[src/rtl/sprite_cmd_pkg.sv]
// rtl/sprite_cmd_pkg.sv - sprite command word layout, info codes and scheduler state
// Shared by the frame scheduler and the sprite display blocks.
package sprite_cmd_pkg;

  localparam logic [3:0] INFO_WRITE = 4'b0001;
  localparam logic [3:0] INFO_FLUSH = 4'b1111;
  localparam logic [3:0] INFO_NOP   = 4'b0000;
  localparam int         SEL_BIT    = 13;

  // Field order fixes the bit positions: sub_comp[31:26] ... msg[12:0].
  typedef struct packed {
    logic [5:0]  sub_comp;
    logic [4:0]  child;
    logic [3:0]  info;
    logic [2:0]  kind;
    logic        sel;
    logic [12:0] msg;
  } sprite_cmd_t;

  typedef enum logic [1:0] {
    ST_DRAIN,
    ST_WAIT_VB,
    ST_FLUSH
  } sched_state_t;

  function automatic sprite_cmd_t flush_word(input logic sel);
    sprite_cmd_t w;
    w      = '0;
    w.info = INFO_FLUSH;
    w.sel  = sel;
    return w;
  endfunction

endpackage

[src/rtl/sprite_frame_scheduler_if.sv]
// rtl/sprite_frame_scheduler_if.sv - Avalon write side, VGA timing and sprite bus signals
// The scheduler connects through the slave modport.
interface sprite_frame_scheduler_if;

  logic        write;
  logic [31:0] writedata;
  logic [9:0]  hcount;
  logic [9:0]  vcount;
  logic [31:0] cmd_out;
  logic        front_sel;
  logic [31:0] status;

  modport master (
    output write, writedata, hcount, vcount,
    input  cmd_out, front_sel, status
  );

  modport slave (
    input  write, writedata, hcount, vcount,
    output cmd_out, front_sel, status
  );

endinterface

[src/rtl/cmd_fifo.sv]
// rtl/cmd_fifo.sv - synchronous DEPTH x 32 command FIFO with combinational read head
// Push is refused while full, judged on the pre-edge count.
module cmd_fifo #(
  parameter int DEPTH = 16,
  parameter int AW    = $clog2(DEPTH)
) (
  input  logic          clk,
  input  logic          reset,
  input  logic          i_wr_en,
  input  logic [31:0]   i_wr_data,
  input  logic          i_rd_en,
  output logic [31:0]   o_rd_data,
  output logic [AW:0]   o_count,
  output logic          o_full,
  output logic          o_empty
);

  logic [31:0]   r_mem [DEPTH];
  logic [AW-1:0] r_wr_ptr;
  logic [AW-1:0] r_rd_ptr;
  logic [AW:0]   r_count;
  logic          w_push;
  logic          w_pop;

  assign o_full    = (r_count == (AW+1)'(DEPTH));
  assign o_empty   = (r_count == '0);
  assign o_count   = r_count;
  assign o_rd_data = r_mem[r_rd_ptr];
  assign w_push    = i_wr_en & ~o_full;
  assign w_pop     = i_rd_en & ~o_empty;

  always_ff @(posedge clk) begin
    if (w_push) r_mem[r_wr_ptr] <= i_wr_data;
  end

  // Pointers wrap naturally because DEPTH is a power of two.
  always_ff @(posedge clk) begin
    if (!reset) begin
      r_wr_ptr <= '0;
      r_rd_ptr <= '0;
      r_count  <= '0;
    end else begin
      if (w_push) r_wr_ptr <= r_wr_ptr + 1'b1;
      if (w_pop)  r_rd_ptr <= r_rd_ptr + 1'b1;
      r_count <= r_count + (AW+1)'(w_push) - (AW+1)'(w_pop);
    end
  end

endmodule

[src/rtl/sprite_frame_scheduler.sv]
// rtl/sprite_frame_scheduler.sv - drains sprite updates to the back buffer, swaps at vblank
// Frame commits wait in WAIT_VB so the buffer swap never lands mid-frame.
module sprite_frame_scheduler
  import sprite_cmd_pkg::*;
#(
  parameter int DEPTH    = 16,
  parameter int V_ACTIVE = 480
) (
  input  logic                    clk,
  input  logic                    reset,
  sprite_frame_scheduler_if.slave bus
);

  localparam int AW = $clog2(DEPTH);

  sched_state_t r_state;
  sched_state_t w_state_next;
  sprite_cmd_t  r_cmd_out;
  logic         r_front_sel;
  logic [15:0]  r_frame_count;
  logic         r_commit_pending;
  logic         r_overflow;

  sprite_cmd_t  w_in;
  sprite_cmd_t  w_head;
  logic         w_wr_en;
  logic         w_pop;
  logic [AW:0]  w_count;
  logic         w_full;
  logic         w_empty;
  logic         w_vb_start;
  logic         w_head_flush;
  sprite_cmd_t  w_cmd_next;
  logic         w_front_sel_next;
  logic [15:0]  w_frame_count_next;
  logic         w_commit_pending_next;

  assign w_in         = bus.writedata;
  assign w_wr_en      = bus.write && (w_in.info == INFO_WRITE || w_in.info == INFO_FLUSH);
  assign w_vb_start   = (bus.vcount == 10'(V_ACTIVE)) && (bus.hcount == '0);
  assign w_head_flush = !w_empty && (w_head.info == INFO_FLUSH);

  cmd_fifo #(.DEPTH(DEPTH)) u_fifo (
    .clk       (clk),
    .reset     (reset),
    .i_wr_en   (w_wr_en),
    .i_wr_data (w_in),
    .i_rd_en   (w_pop),
    .o_rd_data (w_head),
    .o_count   (w_count),
    .o_full    (w_full),
    .o_empty   (w_empty)
  );

  always_ff @(posedge clk) begin
    if (!reset) r_state <= ST_DRAIN;
    else        r_state <= w_state_next;
  end

  always_comb begin
    w_state_next = r_state;
    case (r_state)
      ST_DRAIN:   if (w_head_flush) w_state_next = ST_WAIT_VB;
      ST_WAIT_VB: if (w_vb_start)   w_state_next = ST_FLUSH;
      ST_FLUSH:   w_state_next = ST_DRAIN;
      default:    w_state_next = ST_DRAIN;
    endcase
  end

  // The swap is registered on the vblank edge so the FLUSH word and the new
  // front_sel both appear during the single FLUSH-state cycle.
  always_comb begin
    w_pop                 = 1'b0;
    w_cmd_next            = '0;
    w_cmd_next.info       = INFO_NOP;
    w_front_sel_next      = r_front_sel;
    w_frame_count_next    = r_frame_count;
    w_commit_pending_next = r_commit_pending;
    case (r_state)
      ST_DRAIN: begin
        if (!w_empty) begin
          w_pop = 1'b1;
          if (w_head_flush) begin
            w_commit_pending_next = 1'b1;
          end else begin
            w_cmd_next     = w_head;
            w_cmd_next.sel = ~r_front_sel;
          end
        end
      end
      ST_WAIT_VB: begin
        if (w_vb_start) begin
          w_cmd_next            = flush_word(~r_front_sel);
          w_front_sel_next      = ~r_front_sel;
          w_frame_count_next    = r_frame_count + 16'd1;
          w_commit_pending_next = 1'b0;
        end
      end
      default: ;
    endcase
  end

  always_ff @(posedge clk) begin
    if (!reset) begin
      r_cmd_out        <= '0;
      r_front_sel      <= 1'b0;
      r_frame_count    <= '0;
      r_commit_pending <= 1'b0;
      r_overflow       <= 1'b0;
    end else begin
      r_cmd_out        <= w_cmd_next;
      r_front_sel      <= w_front_sel_next;
      r_frame_count    <= w_frame_count_next;
      r_commit_pending <= w_commit_pending_next;
      if (w_wr_en && w_full) r_overflow <= 1'b1;
    end
  end

  assign bus.cmd_out   = r_cmd_out;
  assign bus.front_sel = r_front_sel;
  assign bus.status    = {r_frame_count, 6'b0, r_overflow, r_commit_pending, 2'b0, 6'(w_count)};

endmodule

[src/flat_wrapper.sv]
// flat-port wrapper written by rule: the top's interface ports become plain ports
module sprite_frame_scheduler_flat import sprite_cmd_pkg::*;
#(
  parameter int DEPTH    = 16,
  parameter int V_ACTIVE = 480
)
  (clk, reset, bus_write, bus_writedata, bus_hcount, bus_vcount, bus_cmd_out, bus_front_sel, bus_status);
  sprite_frame_scheduler_if bus_i ();
  input  logic clk;
  input  logic reset;
  input wire logic [$bits(bus_i.write)-1:0] bus_write;
  input wire logic [$bits(bus_i.writedata)-1:0] bus_writedata;
  input wire logic [$bits(bus_i.hcount)-1:0] bus_hcount;
  input wire logic [$bits(bus_i.vcount)-1:0] bus_vcount;
  output wire logic [$bits(bus_i.cmd_out)-1:0] bus_cmd_out;
  output wire logic [$bits(bus_i.front_sel)-1:0] bus_front_sel;
  output wire logic [$bits(bus_i.status)-1:0] bus_status;
  assign bus_i.write = bus_write;
  assign bus_i.writedata = bus_writedata;
  assign bus_i.hcount = bus_hcount;
  assign bus_i.vcount = bus_vcount;
  assign bus_cmd_out = bus_i.cmd_out;
  assign bus_front_sel = bus_i.front_sel;
  assign bus_status = bus_i.status;
  sprite_frame_scheduler #(.DEPTH(DEPTH), .V_ACTIVE(V_ACTIVE)) u_core (.clk(clk), .reset(reset), .bus(bus_i));
endmodule
[config.mk]
export PLATFORM = sky130hd
export DESIGN_NAME = sprite_frame_scheduler_flat
export DESIGN_NICKNAME = d
export VERILOG_FILES = /design/src/rtl/sprite_cmd_pkg.sv /design/src/rtl/sprite_frame_scheduler_if.sv /design/src/rtl/cmd_fifo.sv /design/src/rtl/sprite_frame_scheduler.sv /design/src/flat_wrapper.sv
export SDC_FILE = /design/constraint.sdc
export NUM_CORES = 1
export LEC_CHECK = 0
export BUFFER_PORTS_ARGS = -buffer_cell sky130_fd_sc_hd__buf_2
export CELL_PAD_IN_SITES_DETAIL_PLACEMENT = 0
export CELL_PAD_IN_SITES_GLOBAL_PLACEMENT = 2
export CORE_ASPECT_RATIO = 0.8
export CORE_UTILIZATION = 40
export DETAILED_ROUTE_END_ITERATION = 10
export PLACE_DENSITY = 0.78
export SLEW_MARGIN = 20
export SYNTH_ARGS = -nofsm -noshare
export SYNTH_HDL_FRONTEND = slang
export SYNTH_HIERARCHICAL = 1
export SYNTH_SLANG_ARGS = --single-unit
[constraint.sdc]
create_clock -name clk -period 6.6 [get_ports clk]
set_input_delay 0.99 -clock clk [delete_from_list [all_inputs] [get_ports clk]]
set_output_delay 0.99 -clock clk [all_outputs]
set_load 0.005 [all_outputs]
==> run metrics <==
crit start category=primary input; hold path depth=2; critical path capture point type=flip-flop; clock share of power=0.362; largest net degree at the start of global routing=65; worst hold path type=flip-flop to flip-flop; VDD IR max=around 0.2 mV; Final Worst Setup Slack=2.69 ns; placed cell count=1849; layout cell share with drive strength beyond 1=0.286; Crit Path Class=primary input to flip-flop; Pint=approximately 6.5 mW; R2R Path End=u_core/bus.cmd_out[0]; internal reg-to-reg setup slack=2.93 ns; DR vias=between 10000 and 15000; clock latency on the worst-skew pair=0.61 ns; placed wire-length estimate=between 20 and 25 mm; Setup TNS=0 ns; clock root buffer=clkbuf_16; H-tree levels=2; global-route wire length before repair=65.9 mm; Finished Layout Cells=a little under 2000; CTS buffer count=54; Worst Hold End=u_core/r_frame_count[15]; Total GRT Usage=0.163; routed length per instance=22.5 um; clock slew at reported path FFs=~0.060 ns; grt ovf=0; Max Cap Viol=0; Nets=1280; hold wc startpoint=u_core/r_frame_count[15]; CTS tree=yes; Routed Antenna Nets=0; P_leak=approximately 8.0 nW; DR DRC count=0; gpl congestion=between 0.7 and 0.8; Layout Skew=between 0.015 and 0.02 ns; port buffer count=between 100 and 150; number of clock sinks=between 500 and 600; CP required=just over 7 ns; Initial Utilization=0.408; Sw Share=0.240; Synth warnings=6; Logic pwr share=0.154; core area=52800 sq um; Die X=262 um; worst-path fanout max=18; vias in the first global route=10800; DRT Pass-1 Iters=5; Worst Tran Pin Value=about 1.2 ns; Critical Path AT=around 4.4 ns; die area=about 55000 sq um; Post-CTS Resized=0; final hold violations=0; site row count=75; Post-Place Worst Slack=between 2 and 2.5 ns; RSZ-0062 raised after global routing=false; maximum root-to-sink buffer count=3; Initial DRC Count=slightly below 800; Post-Syn Instances=1086; I/O pin cnt=120; initial antenna violation count=5; worst reg-to-reg path cell count=9; chip height=about 210 um; Slew Limit Fails=0; Post-CTS Setup Inserts=0; Psw=around 2.1 mW; Tmin final=between 3 and 4 ns; status=complete, no violations; via/cell ratio=5.37; final setup fails=0; Total Wirelength=approximately 44 mm; final cycle utilization of the critical path=0.593; Reg power frac=0.484; Mapped Area=roughly 22000 sq um; Peak Freq=0.256 GHz; Post-CTS Hold Buffers=0; Slew headroom=0.226; synthesis-to-layout area growth=14.6%; synthesized area per cell=roughly 20 sq um; power per cell area=~350 nW/um^2
per-layer routing:
layer  routed length, um  global-route usage  vias to the layer above  share of wire
met2               21000               0.261                      233           0.48
met1               19800               0.231                     5479           0.45
met3                2130              0.0274                       71          0.049
met4                 854              0.0473                        4          0.019
met5                  23                   0                        -        0.00053
li1                    -                   -                     4669              -
worst max path at each step:
stage,startpoint,to,cells past startpoint
after floorplan,bus_writedata[18],u_core/u_fifo/r_mem[0][0],4
after global placement,bus_writedata[18],u_core/u_fifo/o_count[4],12
after detailed placement,bus_writedata[18],u_core/u_fifo/o_count[4],12
after CTS,bus_writedata[18],u_core/u_fifo/o_count[4],12
after global routing,bus_writedata[18],u_core/u_fifo/o_count[4],12
final,bus_writedata[18],u_core/u_fifo/o_count[4],12
sequential cells by signal, summed over array words and instances (netlist names), named ones only:
name and cells:
u_core/u_fifo/r_rd_ptr 4, u_core/bus.front_sel 1, u_core/u_fifo/r_wr_ptr 4, u_core/u_fifo/r_mem 496, u_core/bus.cmd_out 32, u_core/r_overflow 1, u_core/r_commit_pending 1, u_core/r_frame_count 16
u_core/u_fifo/o_count 5, u_core/r_state 2
metrics by stage:
stage / hold slack [ns] / area (sq um) / util / total power [mW]
after global placement: 0.447 / 22900 / 0.434 / 5.58
after global routing: 0.516 / 24700 / 0.467 / 8.97
after detailed placement: 0.462 / 22900 / 0.434 / 5.59
final: 0.466 / 24700 / 0.468 / 8.59
after floorplan: 0.438 / 21600 / - / 5.20
after CTS: 0.473 / 24700 / 0.467 / 8.71
critical path: stages:
cell     delay [ns]
buf_2          0.19
or3_1          0.39
a21oi_1        0.56
nand2_1        0.44
ha_1           0.42
inv_1          0.04
ha_1           0.20
fa_1           0.43
a21oi_1        0.18
nor2_1         0.07
or3_1          0.33
and3_1         0.18
power by group through the flow:
stage	logic, mW	clock network (mW)	registers (mW)
global route	1.47	3.32	4.18
floorplan	1.05	0	4.14
detailed placement	1.35	0	4.24
CTS	1.35	3.19	4.17
finish	1.33	3.11	4.16
global placement	1.34	0	4.24
cells in the final DEF, fill, tap and decap left out, drive strengths merged, types with 2 or more instances in the layout:
cell / instances
edfxtp: 496
buf: 128
mux4: 124
dfxtp: 70
clkbuf: 67
a22oi: 62
nand2: 47
and2: 47
a21oi: 22
inv: 19
clkinv: 19
o31ai: 12
ha: 12
nand3: 12
nand4: 10
or4: 10
conb: 9
nor2: 9
nor4: 8
bufinv: 7
nand2b: 7
xnor2: 6
or3: 4
nor3: 4
and3: 4
and4: 4
nor2b: 4
clkinvlp: 3
o21ai: 3
o311ai: 3
o41ai: 3
xor2: 3
mux2i: 2
nor3b: 2
a21boi: 2
layout make-up:
cell class                      instances  area, sq um
Fill cell                            4441        28100
Sequential cell                       566        16300
Multi-Input combinational cell        445         4990
Clock buffer                           67         1420
Tap cell                              693          867
Timing Repair Buffer                  128          688
Clock inverter                         31          369
Inverter                               17         63.8
Antenna cell                            1         2.50
No activity file was read; power rests on OpenSTA's default activity.
